--- src/rtl/simd_seq_ctrl_if.sv ---
// Sequencer bus between the SIMD sequencer and its environment: instruction
// fetch, per-lane completion, abort, and the issued-operation outputs.
interface simd_seq_ctrl_if #(
  parameter int unsigned NUM_PE = 4,
  parameter int unsigned ADDR_W = 17
);

  // Environment -> sequencer
  logic              START_SIGNAL;
  logic [31:0]       INSTR;
  logic [NUM_PE-1:0] OP_DONE;
  logic              ABORT;

  // Sequencer -> environment
  logic              PC_INCR;
  logic              OP_START;
  logic [2:0]        OP_CODE;
  logic [NUM_PE-1:0] LANE_EN;
  logic [ADDR_W-1:0] ADDRESS;
  logic [1:0]        DIMEN;
  logic              CLR_ACC;
  logic              INSTR_DONE;
  logic [15:0]       INSTR_CNT;
  logic              BUSY;
  logic              STOP_SIGNAL;
  logic              ERR_TIMEOUT;

  // Sequencer side
  modport master (
    input  START_SIGNAL, INSTR, OP_DONE, ABORT,
    output PC_INCR, OP_START, OP_CODE, LANE_EN, ADDRESS, DIMEN, CLR_ACC,
           INSTR_DONE, INSTR_CNT, BUSY, STOP_SIGNAL, ERR_TIMEOUT
  );

  // Environment side (instruction memory, PE array, host)
  modport slave (
    output START_SIGNAL, INSTR, OP_DONE, ABORT,
    input  PC_INCR, OP_START, OP_CODE, LANE_EN, ADDRESS, DIMEN, CLR_ACC,
           INSTR_DONE, INSTR_CNT, BUSY, STOP_SIGNAL, ERR_TIMEOUT
  );

endinterface

--- src/rtl/simd_seq_ctrl.sv ---
// SIMD sequencer controller: fetches instructions, issues them to a set of
// PE lanes, waits for every enabled lane to report completion, and counts
// completed instructions. All outputs are registered.
// Optional feature: define SIMD_SEQ_WATCHDOG_EN to bound the WAIT state with
// a TIMEOUT-cycle watchdog that parks the sequencer in ERROR.
module simd_seq_ctrl #(
  parameter int unsigned NUM_PE  = 4,
  parameter int unsigned ADDR_W  = 17,
  parameter int unsigned TIMEOUT = 1024
) (
  input  logic             CLK,
  input  logic             RSTN,
  simd_seq_ctrl_if.master  bus
);

  localparam logic [2:0] S_IDLE  = 3'd0;
  localparam logic [2:0] S_FETCH = 3'd1;
  localparam logic [2:0] S_ISSUE = 3'd2;
  localparam logic [2:0] S_WAIT  = 3'd3;
  localparam logic [2:0] S_STOP  = 3'd4;
  localparam logic [2:0] S_ERROR = 3'd5;

  localparam logic [2:0] OPC_NOP0 = 3'd0;
  localparam logic [2:0] OPC_NOP1 = 3'd1;
  localparam logic [2:0] OPC_HALT = 3'd6;

  localparam int unsigned CNT_W = 16;

  logic [2:0]        state, state_nxt;
  logic [NUM_PE-1:0] sticky, sticky_nxt;

  logic              pc_incr, op_start, instr_done, busy, stop_signal;
  logic [CNT_W-1:0]  instr_cnt, instr_cnt_nxt;
  logic [2:0]        op_code, op_code_nxt;
  logic [NUM_PE-1:0] lane_en, lane_en_nxt;
  logic [ADDR_W-1:0] address, address_nxt;
  logic [1:0]        dimen, dimen_nxt;
  logic              clr_acc, clr_acc_nxt;
  logic              instr_done_nxt;

  // Instruction field decode (used only while in FETCH)
  logic [2:0]        f_opcode;
  logic [1:0]        f_dimen;
  logic              f_clr;
  logic [NUM_PE-1:0] f_mask;
  logic [ADDR_W-1:0] f_addr;
  logic              unused_instr;

  assign f_opcode     = bus.INSTR[2:0];
  assign f_dimen      = bus.INSTR[4:3];
  assign f_clr        = bus.INSTR[5];
  assign f_mask       = bus.INSTR[6 +: NUM_PE];
  assign f_addr       = bus.INSTR[31 -: ADDR_W];
  assign unused_instr = ^bus.INSTR;

  // All enabled lanes have reported, counting this cycle's pulses
  logic complete_c;
  assign complete_c = (((sticky | bus.OP_DONE) & lane_en) == lane_en);

  // Watchdog expiry in the current WAIT cycle
  logic wd_expire_c;

`ifdef SIMD_SEQ_WATCHDOG_EN
  localparam int unsigned WD_W = (TIMEOUT > 2) ? $clog2(TIMEOUT) : 1;

  logic [WD_W-1:0] wd_cnt, wd_cnt_nxt;
  logic            err_timeout;

  // Expires when this WAIT cycle would bring the count to TIMEOUT-1
  assign wd_expire_c = (state == S_WAIT) && (wd_cnt == WD_W'(TIMEOUT - 2));

  // Watchdog count: cleared on issue, advanced once per WAIT cycle
  always_comb begin
    wd_cnt_nxt = wd_cnt;
    if (state == S_ISSUE) begin
      wd_cnt_nxt = '0;
    end else if (state == S_WAIT) begin
      wd_cnt_nxt = wd_cnt + WD_W'(1);
    end
  end

  // Watchdog counter and timeout flag registers
  always_ff @(posedge CLK) begin
    if (RSTN) begin
      wd_cnt      <= '0;
      err_timeout <= 1'b0;
    end else begin
      wd_cnt      <= wd_cnt_nxt;
      err_timeout <= (state_nxt == S_ERROR);
    end
  end

  assign bus.ERR_TIMEOUT = err_timeout;
`else
  localparam int unsigned UNUSED_TIMEOUT = TIMEOUT;

  assign wd_expire_c     = 1'b0;
  assign bus.ERR_TIMEOUT = 1'b0;
`endif

  // Next-state and next-output logic
  always_comb begin
    state_nxt      = state;
    sticky_nxt     = sticky;
    op_code_nxt    = op_code;
    lane_en_nxt    = lane_en;
    address_nxt    = address;
    dimen_nxt      = dimen;
    clr_acc_nxt    = clr_acc;
    instr_done_nxt = 1'b0;

    case (state)
      S_IDLE: begin
        if (bus.START_SIGNAL) begin
          state_nxt = S_FETCH;
        end
      end
      S_FETCH: begin
        op_code_nxt = f_opcode;
        lane_en_nxt = f_mask;
        address_nxt = f_addr;
        dimen_nxt   = f_dimen;
        clr_acc_nxt = f_clr;
        if (f_opcode == OPC_HALT) begin
          state_nxt = S_STOP;
        end else if ((f_opcode == OPC_NOP0) || (f_opcode == OPC_NOP1) ||
                     (f_mask == '0)) begin
          state_nxt = S_FETCH;
        end else begin
          state_nxt = S_ISSUE;
        end
      end
      S_ISSUE: begin
        sticky_nxt = bus.OP_DONE & lane_en;
        state_nxt  = S_WAIT;
      end
      S_WAIT: begin
        sticky_nxt = sticky | (bus.OP_DONE & lane_en);
        if (complete_c) begin
          instr_done_nxt = 1'b1;
          state_nxt      = S_FETCH;
        end else if (wd_expire_c) begin
          state_nxt = S_ERROR;
        end
      end
      S_STOP, S_ERROR: begin
        state_nxt = state;
      end
      default: begin
        state_nxt = S_IDLE;
      end
    endcase

    // Abort overrides completion and timeout in every active state
    if ((state != S_IDLE) && bus.ABORT) begin
      state_nxt      = S_IDLE;
      sticky_nxt     = '0;
      instr_done_nxt = 1'b0;
      op_code_nxt    = op_code;
      lane_en_nxt    = lane_en;
      address_nxt    = address;
      dimen_nxt      = dimen;
      clr_acc_nxt    = clr_acc;
    end
  end

  assign instr_cnt_nxt = instr_cnt + CNT_W'(instr_done_nxt);

  // State, sticky-done, latched fields and output registers
  always_ff @(posedge CLK) begin
    if (RSTN) begin
      state       <= S_IDLE;
      sticky      <= '0;
      pc_incr     <= 1'b0;
      op_start    <= 1'b0;
      instr_done  <= 1'b0;
      busy        <= 1'b0;
      stop_signal <= 1'b0;
      instr_cnt   <= '0;
      op_code     <= '0;
      lane_en     <= '0;
      address     <= '0;
      dimen       <= '0;
      clr_acc     <= 1'b0;
    end else begin
      state       <= state_nxt;
      sticky      <= sticky_nxt;
      pc_incr     <= (state_nxt == S_FETCH);
      op_start    <= (state_nxt == S_ISSUE);
      instr_done  <= instr_done_nxt;
      busy        <= (state_nxt == S_FETCH) || (state_nxt == S_ISSUE) ||
                     (state_nxt == S_WAIT);
      stop_signal <= (state_nxt == S_STOP);
      instr_cnt   <= instr_cnt_nxt;
      op_code     <= op_code_nxt;
      lane_en     <= lane_en_nxt;
      address     <= address_nxt;
      dimen       <= dimen_nxt;
      clr_acc     <= clr_acc_nxt;
    end
  end

  assign bus.PC_INCR     = pc_incr;
  assign bus.OP_START    = op_start;
  assign bus.OP_CODE     = op_code;
  assign bus.LANE_EN     = lane_en;
  assign bus.ADDRESS     = address;
  assign bus.DIMEN       = dimen;
  assign bus.CLR_ACC     = clr_acc;
  assign bus.INSTR_DONE  = instr_done;
  assign bus.INSTR_CNT   = instr_cnt;
  assign bus.BUSY        = busy;
  assign bus.STOP_SIGNAL = stop_signal;

endmodule

--- src/flat_wrapper.sv ---
// flat-port wrapper written by rule: the top's interface ports become plain ports
module simd_seq_ctrl_flat 
#(
  parameter int unsigned NUM_PE  = 4,
  parameter int unsigned ADDR_W  = 17,
  parameter int unsigned TIMEOUT = 1024
)
  (CLK, RSTN, bus_START_SIGNAL, bus_INSTR, bus_OP_DONE, bus_ABORT, bus_PC_INCR, bus_OP_START, bus_OP_CODE, bus_LANE_EN, bus_ADDRESS, bus_DIMEN, bus_CLR_ACC, bus_INSTR_DONE, bus_INSTR_CNT, bus_BUSY, bus_STOP_SIGNAL, bus_ERR_TIMEOUT);
  simd_seq_ctrl_if #(.NUM_PE(NUM_PE), .ADDR_W(ADDR_W)) bus_i ();
  input  logic CLK;
  input  logic RSTN;
  input wire logic [$bits(bus_i.START_SIGNAL)-1:0] bus_START_SIGNAL;
  input wire logic [$bits(bus_i.INSTR)-1:0] bus_INSTR;
  input wire logic [$bits(bus_i.OP_DONE)-1:0] bus_OP_DONE;
  input wire logic [$bits(bus_i.ABORT)-1:0] bus_ABORT;
  output wire logic [$bits(bus_i.PC_INCR)-1:0] bus_PC_INCR;
  output wire logic [$bits(bus_i.OP_START)-1:0] bus_OP_START;
  output wire logic [$bits(bus_i.OP_CODE)-1:0] bus_OP_CODE;
  output wire logic [$bits(bus_i.LANE_EN)-1:0] bus_LANE_EN;
  output wire logic [$bits(bus_i.ADDRESS)-1:0] bus_ADDRESS;
  output wire logic [$bits(bus_i.DIMEN)-1:0] bus_DIMEN;
  output wire logic [$bits(bus_i.CLR_ACC)-1:0] bus_CLR_ACC;
  output wire logic [$bits(bus_i.INSTR_DONE)-1:0] bus_INSTR_DONE;
  output wire logic [$bits(bus_i.INSTR_CNT)-1:0] bus_INSTR_CNT;
  output wire logic [$bits(bus_i.BUSY)-1:0] bus_BUSY;
  output wire logic [$bits(bus_i.STOP_SIGNAL)-1:0] bus_STOP_SIGNAL;
  output wire logic [$bits(bus_i.ERR_TIMEOUT)-1:0] bus_ERR_TIMEOUT;
  assign bus_i.START_SIGNAL = bus_START_SIGNAL;
  assign bus_i.INSTR = bus_INSTR;
  assign bus_i.OP_DONE = bus_OP_DONE;
  assign bus_i.ABORT = bus_ABORT;
  assign bus_PC_INCR = bus_i.PC_INCR;
  assign bus_OP_START = bus_i.OP_START;
  assign bus_OP_CODE = bus_i.OP_CODE;
  assign bus_LANE_EN = bus_i.LANE_EN;
  assign bus_ADDRESS = bus_i.ADDRESS;
  assign bus_DIMEN = bus_i.DIMEN;
  assign bus_CLR_ACC = bus_i.CLR_ACC;
  assign bus_INSTR_DONE = bus_i.INSTR_DONE;
  assign bus_INSTR_CNT = bus_i.INSTR_CNT;
  assign bus_BUSY = bus_i.BUSY;
  assign bus_STOP_SIGNAL = bus_i.STOP_SIGNAL;
  assign bus_ERR_TIMEOUT = bus_i.ERR_TIMEOUT;
  simd_seq_ctrl #(.NUM_PE(NUM_PE), .ADDR_W(ADDR_W), .TIMEOUT(TIMEOUT)) u_core (.CLK(CLK), .RSTN(RSTN), .bus(bus_i));
endmodule
--- config.mk ---
export PLATFORM = sky130hd
export DESIGN_NAME = simd_seq_ctrl_flat
export DESIGN_NICKNAME = d
export VERILOG_FILES = /design/src/rtl/simd_seq_ctrl_if.sv /design/src/rtl/simd_seq_ctrl.sv /design/src/flat_wrapper.sv
export SDC_FILE = /design/constraint.sdc
export NUM_CORES = 1
export LEC_CHECK = 0
export CAP_MARGIN = 20
export CORE_AREA = 2 2 75 77
export CTS_CLUSTER_DIAMETER = 30
export DETAILED_ROUTE_END_ITERATION = 16
export DIE_AREA = 0 0 77 79
export DONT_BUFFER_PORTS = 1
export HOLD_SLACK_MARGIN = 0.15
export PLACE_DENSITY_LB_ADDON = 0.08
export SYNTH_ARGS = -nofsm -noshare
export SYNTH_HDL_FRONTEND = slang
export SYNTH_SLANG_ARGS = --single-unit
--- constraint.sdc ---
create_clock -name CLK -period 3.5 [get_ports CLK]
set_clock_uncertainty 0.15 [all_clocks]
set_input_delay 0.525 -clock CLK [delete_from_list [all_inputs] [get_ports CLK]]
set_output_delay 0.525 -clock CLK [all_outputs]
set_load 0.05 [all_outputs]
# --- After elaboration in Yosys (flattened, before gate mapping) ---
# Cells that the tools add are included.
# Widths: inputs -> output; s select.
word_totals:
  regBits: 55
  latch_bits: 0
  mem_bits_rw: 0
  mem_bits_ro: 0
  inputBits: 40
  output_inout_bits: 49
  mem_count: 0
classes:
  addsub: 1
  n_mul: 0
  n_div: 0
  n_lt_le_gt_ge: 0
  eq_ne: 12
  shifts: 0
  n_mux: 10
  bitwise_logic: 5
  reduce_logical: 13
ops:
  columns: ["cell", "count"]
  rows:
  - ["$add 16x1->16", 1]
  - ["$pmux 3 s5", 1]
  - ["$eq 3x2->1 const B", 4]
  - ["$eq 3x3->1 const B", 4]
  - ["$mux 3", 4]
  - ["$eq 3x1->1 const B", 3]
  - ["$and 4x4->4", 2]
  - ["$or 4x4->4", 2]
  - ["$pmux 4 s2", 1]
  - ["$logic_not 3->1", 2]
  - ["$eq 4x4->1", 1]
  - ["$logic_not 4->1", 1]
  - ["$logic_or 1x1->1", 4]
  - ["$reduce_or 2->1", 2]
  - ["$mux 1", 3]
  - ["$reduce_bool 3->1", 1]
  - ["$mux 2", 1]
  - ["$reduce_and 2->1", 1]
  - ["$reduce_bool 2->1", 1]
  - ["$logic_and 1x1->1", 1]
  - ["$not 1->1", 1]

# --- Longest topological paths before layout ---
depth:
  depth_word: 10
  mapped_depth: 11
  ltp_nobuf: 10

# --- Worst setup path after synthesis ---
# OpenSTA, ideal clock, no wires.
synth_timing:
  kind: "register -> register"
  startpoint: "reg u_core.lane_en[2] (netlist: u_core.bus.LANE_EN[2])"
  endpoint: "reg u_core.instr_cnt[14] (netlist: u_core.bus.INSTR_CNT[14])"
  arrival_time_ns: 2.365
  setup_slack_ns: 0.864
  path_stages_with_launch: 10
  path_buffers: 0
  path_cell_list: "dfxtp_1 -> nor3b_1 -> or3_1 -> nor2_1 -> ha_1 -> ha_1 -> nand2_1 -> nor4_1 -> nand3_1 -> mux2_2"
synth_between:
  elab_chain_len: 6
synth_rtl:
  columns: ["element", "line_no", "source"]
  rows:
  - ["from (decl)", "simd_seq_ctrl.sv:35", "logic [NUM_PE-1:0] lane_en, lane_en_nxt;"]
  - ["from (signal assigned)", "simd_seq_ctrl.sv:196", "lane_en <= lane_en_nxt;"]
  - ["$and 4x4->4", "simd_seq_ctrl.sv:58", "assign complete_c = (((sticky | bus.OP_DONE) & lane_en) == lane_en);"]
  - ["$eq 4x4->1 *", "simd_seq_ctrl.sv:58", null]
  - ["$mux 1 *", "simd_seq_ctrl.sv:139", "if (complete_c) begin"]
  - ["$mux 1 *", "simd_seq_ctrl.sv:112", "case (state)"]
  - ["$mux 1 *", "simd_seq_ctrl.sv:155", "if ((state != S_IDLE) && bus.ABORT) begin"]
  - ["named net u_core.instr_done_nxt", "simd_seq_ctrl.sv:39", "logic instr_done_nxt;"]
  - ["$add 16x1->16 *", "simd_seq_ctrl.sv:167", "assign instr_cnt_nxt = instr_cnt + CNT_W'(instr_done_nxt);"]
  - ["to (signal assigned)", "simd_seq_ctrl.sv:194", "instr_cnt <= instr_cnt_nxt;"]
  - ["to (decl)", "simd_seq_ctrl.sv:33", "logic [CNT_W-1:0] instr_cnt, instr_cnt_nxt;"]
# The timed path passes the listed nets; every way through them passes the cells marked *.
# A chain may end at the register's enable or synchronous reset.

# --- Final worst setup path ---
layout_timing:
  startpoint: "reg u_core.lane_en[3] (netlist: u_core.bus.LANE_EN[3])"
  endpoint: "reg u_core.instr_cnt[14] (netlist: u_core.bus.INSTR_CNT[14])"
# Same word-level chain as after synthesis.

==> run_results.csv <==
group,metric,value,unit
clocking,cts_tree,"built",
final_layout,layout-area-overhead-vs-synth,8.39,%
critical_path,criticalPathCategory,"reg -> reg",
critical_path,end_kind,"flop",
synthesis,syn_avg_cell_area,8.45,um^2
global_routing,track_usage,0.164,
synthesis,syn_nets,303,
status,status,"completed",
final_layout,antenna_cells,0,
final_layout,final_cell_mix,"nand2_1, dfxtp_1, a21oi_1, nor2_1, nand3_1",
synthesis,ys.warnings.count,0,
critical_path,cpPeakStageDelay,510,ps
global_routing,grt_max_degree,43,
floorplanning,pin_count,89,
critical_path,cp.arrival,2960,ps
synthesis,synth_xor_area_frac,0.0397,
drt,drc,0,
critical_path,r2r-end,"u_core.bus.INSTR_CNT[14]",
power,total_power,1.32,mW
timing,min_period_over_period,0.831,
critical_path,reg2reg_from,"u_core.bus.LANE_EN[3]",
timing,max_slew_margin,0.357,
clocking,cts-buffers-inserted,5,
final_layout,drive_gt1_frac,0.0843,
clocking,cts.path.max_buffers,2,
timing,setup_viol,0,
synthesis,post_synth_inst_count,261,
timing,hold_viol,0,
critical_path,reg2reg_slack,590,ps
synthesis,synth_top_cell_area_share,0.499,
drt,drt_iter0_drc,57,
global_routing,grt_pass1_wl,7870,um
drt,dr.pass1.iters,4,
timing,worst_pin_slew,964,ps
power,powerDensity,552,nW/um^2
synthesis,ys_top_cells_by_area,"dfxtp_1, nand2_1, a21oi_1",
drt,vias,1687,
critical_path,r2r_cells,9,
floorplanning,die_w,77,um
final_layout,fin_area,2390,um^2
critical_path,cp-startpoint,"u_core.bus.LANE_EN[3]",
synthesis,synth_compound_area_frac,0.120,
critical_path,path_delay_family,"simple AND/OR/NAND/NOR gates",
synthesis,synth_seq_cells,55,
floorplanning,floorplan.initialDensity,0.413,
clocking,root_buffer,"clkbuf_8",
drt,routed_wl,4720,um
drt,ant_nets,0,
global_routing,grt_pass1_vias,1622,
synthesis,netlist_area,2210,um^2
power,irDropWorstVdd,256,uV
drt,vias_per_cell,5.07,
clocking,numClockSinks,55,
final_layout,final_common_cell,"nand2_1",
final_layout,fill_cells,573,
drt,wire_per_inst,14.2,um
clocking,cts-resized-gates,0,
critical_path,cp_data_required_time,3550,ps
timing,finalSetupTns,0,ps
synthesis,synth.mux.area_fraction,0.0102,
synthesis,synth_top_cell_by_area,"dfxtp_1",
clocking,h-tree-depth,2,
global_routing,overflow,0,
place,port_buffers,0,
clocking,clkTransAtPathRegs,100,ps
critical_path,worstSetupStartpointType,"flop",
floorplanning,core_area,5340,um^2
place,finalWeightedCongestion,0.690,
critical_path,cp_common_cell,"ha_1",
timing,rsz0062_at_grt,"false",
clocking,clock_latency,310,ps
critical_path,endpoint,"u_core.bus.INSTR_CNT[14]",
synthesis,synth-simple-area-share,0.269,
critical_path,crit_path_top_delay_cell,"dfxtp_1",
place,dpl-instance-area,2230,um^2
floorplanning,rows,27,
critical_path,cp_cell_sequence,"nor3b_1 > or3_1 > nor2_1 > ha_1 > ha_1 > nand2_1 > nor4_1 > nand3_1 > mux2_2",
synthesis,seq_area_frac_synth,0.499,
power,power.leakage,0.820,nW
global_routing,antenna_found_initial,0,
timing,max_freq,344,MHz
floorplanning,die_y,79,um
critical_path,critical_path_depth,9,
timing,drv_slew,0,
timing,min_period,2910,ps
synthesis,synth_top_family_by_area,"simple AND/OR/NAND/NOR gates",
critical_path,path_max_fanout,5,
floorplanning,die_area,6080,um^2
final_layout,nets,302,
worst_hold_path,hold_class,"in -> reg",
synthesis,synth.distinct_cells,37,
critical_path,path_buf_inv,0,
place,dp_hpwl,3190,um
flow_run,cap_viol_max_count,0,
synthesis,synthAdderAreaFrac,0.0113,
[synthesized netlist by cell type]
library cell / n
or3_2: 1
a211oi_1: 2
o31ai_1: 1
nor2_1: 19
ha_1: 2
o21ai_0: 6
buf_2: 1
buf_6: 5
a21oi_1: 35
nor3_1: 6
buf_1: 1
a21oi_2: 1
or3b_2: 1
clkbuf_1: 5
buf_4: 1
or3b_4: 1
a21o_1: 3
nor3b_1: 5
mux2_2: 2
nor2_2: 1
nor2b_1: 5
nor4_1: 5
conb_1: 1
nand2b_1: 1
xnor2_1: 8
or2_1: 1
or3_1: 3
xor2_1: 2
nand2_1: 59
dfxtp_1: 55
nand3_2: 1
inv_1: 4
a31oi_1: 1
and3b_1: 2
and2_1: 1
nand3_1: 12
nand4_2: 1
[worst min-delay path by stage]
stage | start | end | cells past startpoint
after floorplan | u_core.sticky[0] | u_core.sticky[0] | 2
after global placement | u_core.sticky[0] | u_core.sticky[0] | 2
after detailed placement | u_core.sticky[0] | u_core.sticky[0] | 2
after CTS | bus_INSTR[19] | u_core.bus.ADDRESS[4] | 2
after global routing | bus_INSTR[19] | u_core.bus.ADDRESS[4] | 2
final | bus_INSTR[27] | u_core.bus.ADDRESS[12] | 2
[routing by layer]
metal  GRT usage  wire [um]  up-vias
met4      0.0643         76        0
met5           0          0        -
met2       0.271       2120       51
li1            -          -      870
met1       0.195       2160      760
met3      0.0580        369        6
[sequential cells by signal, summed over array words and instances, names as in the netlist, 2 cells and up]
signal,count
u_core.state,3
u_core.bus.ADDRESS,17
u_core.bus.OP_CODE,3
u_core.sticky,4
u_core.bus.DIMEN,2
u_core.bus.INSTR_CNT,16
u_core.bus.LANE_EN,4
[cell families after synthesis]
family          after synthesis
simple gates                125
flops                        55
compound gates               49
buf+inv                      17
xor+xnor                     10
fa+ha+maj                     2
mux                           2
other cells                   1
[layout make-up]
cell class	instances	area, um^2	share of cell area
clock buffer	5	68.8	0.0288
clock inverter	3	67.6	0.0283
inverter	4	15.0	0.00628
multi-input combinational	189	998	0.418
sequential	55	1100	0.460
tap	72	90.1	0.0377
timing repair buffer	5	50.0	0.0209
[power by group]
part           leakage [nW]  internal, mW  switching (mW)
Combinational         0.310        0.0338          0.0607
Sequential            0.445         0.648          0.0831
Clock                0.0644         0.285           0.210
[what timing repair did]
item / 4_1_cts / 5_1_grt
endpoints found under the setup margin: 0 / 0
hold buffers: 1 / 0
endpoints found under the hold margin: 42 / 0
setup buffers: 0 / 0
[through the flow]
stage / std cells / worst slack (ps) / hold slack, ps / utilization
6_report: 333 / 591 / 187 / 0.448
5_1_grt: 333 / 339 / 172 / 0.448
4_1_cts: 333 / 582 / 171 / 0.448
3_5_place_dp: 324 / 614 / 312 / 0.419
3_3_place_gp: 324 / 607 / 310 / 0.419
2_1_floorplan: 261 / 864 / 294 / -
(Power assumes the default switching activity.)
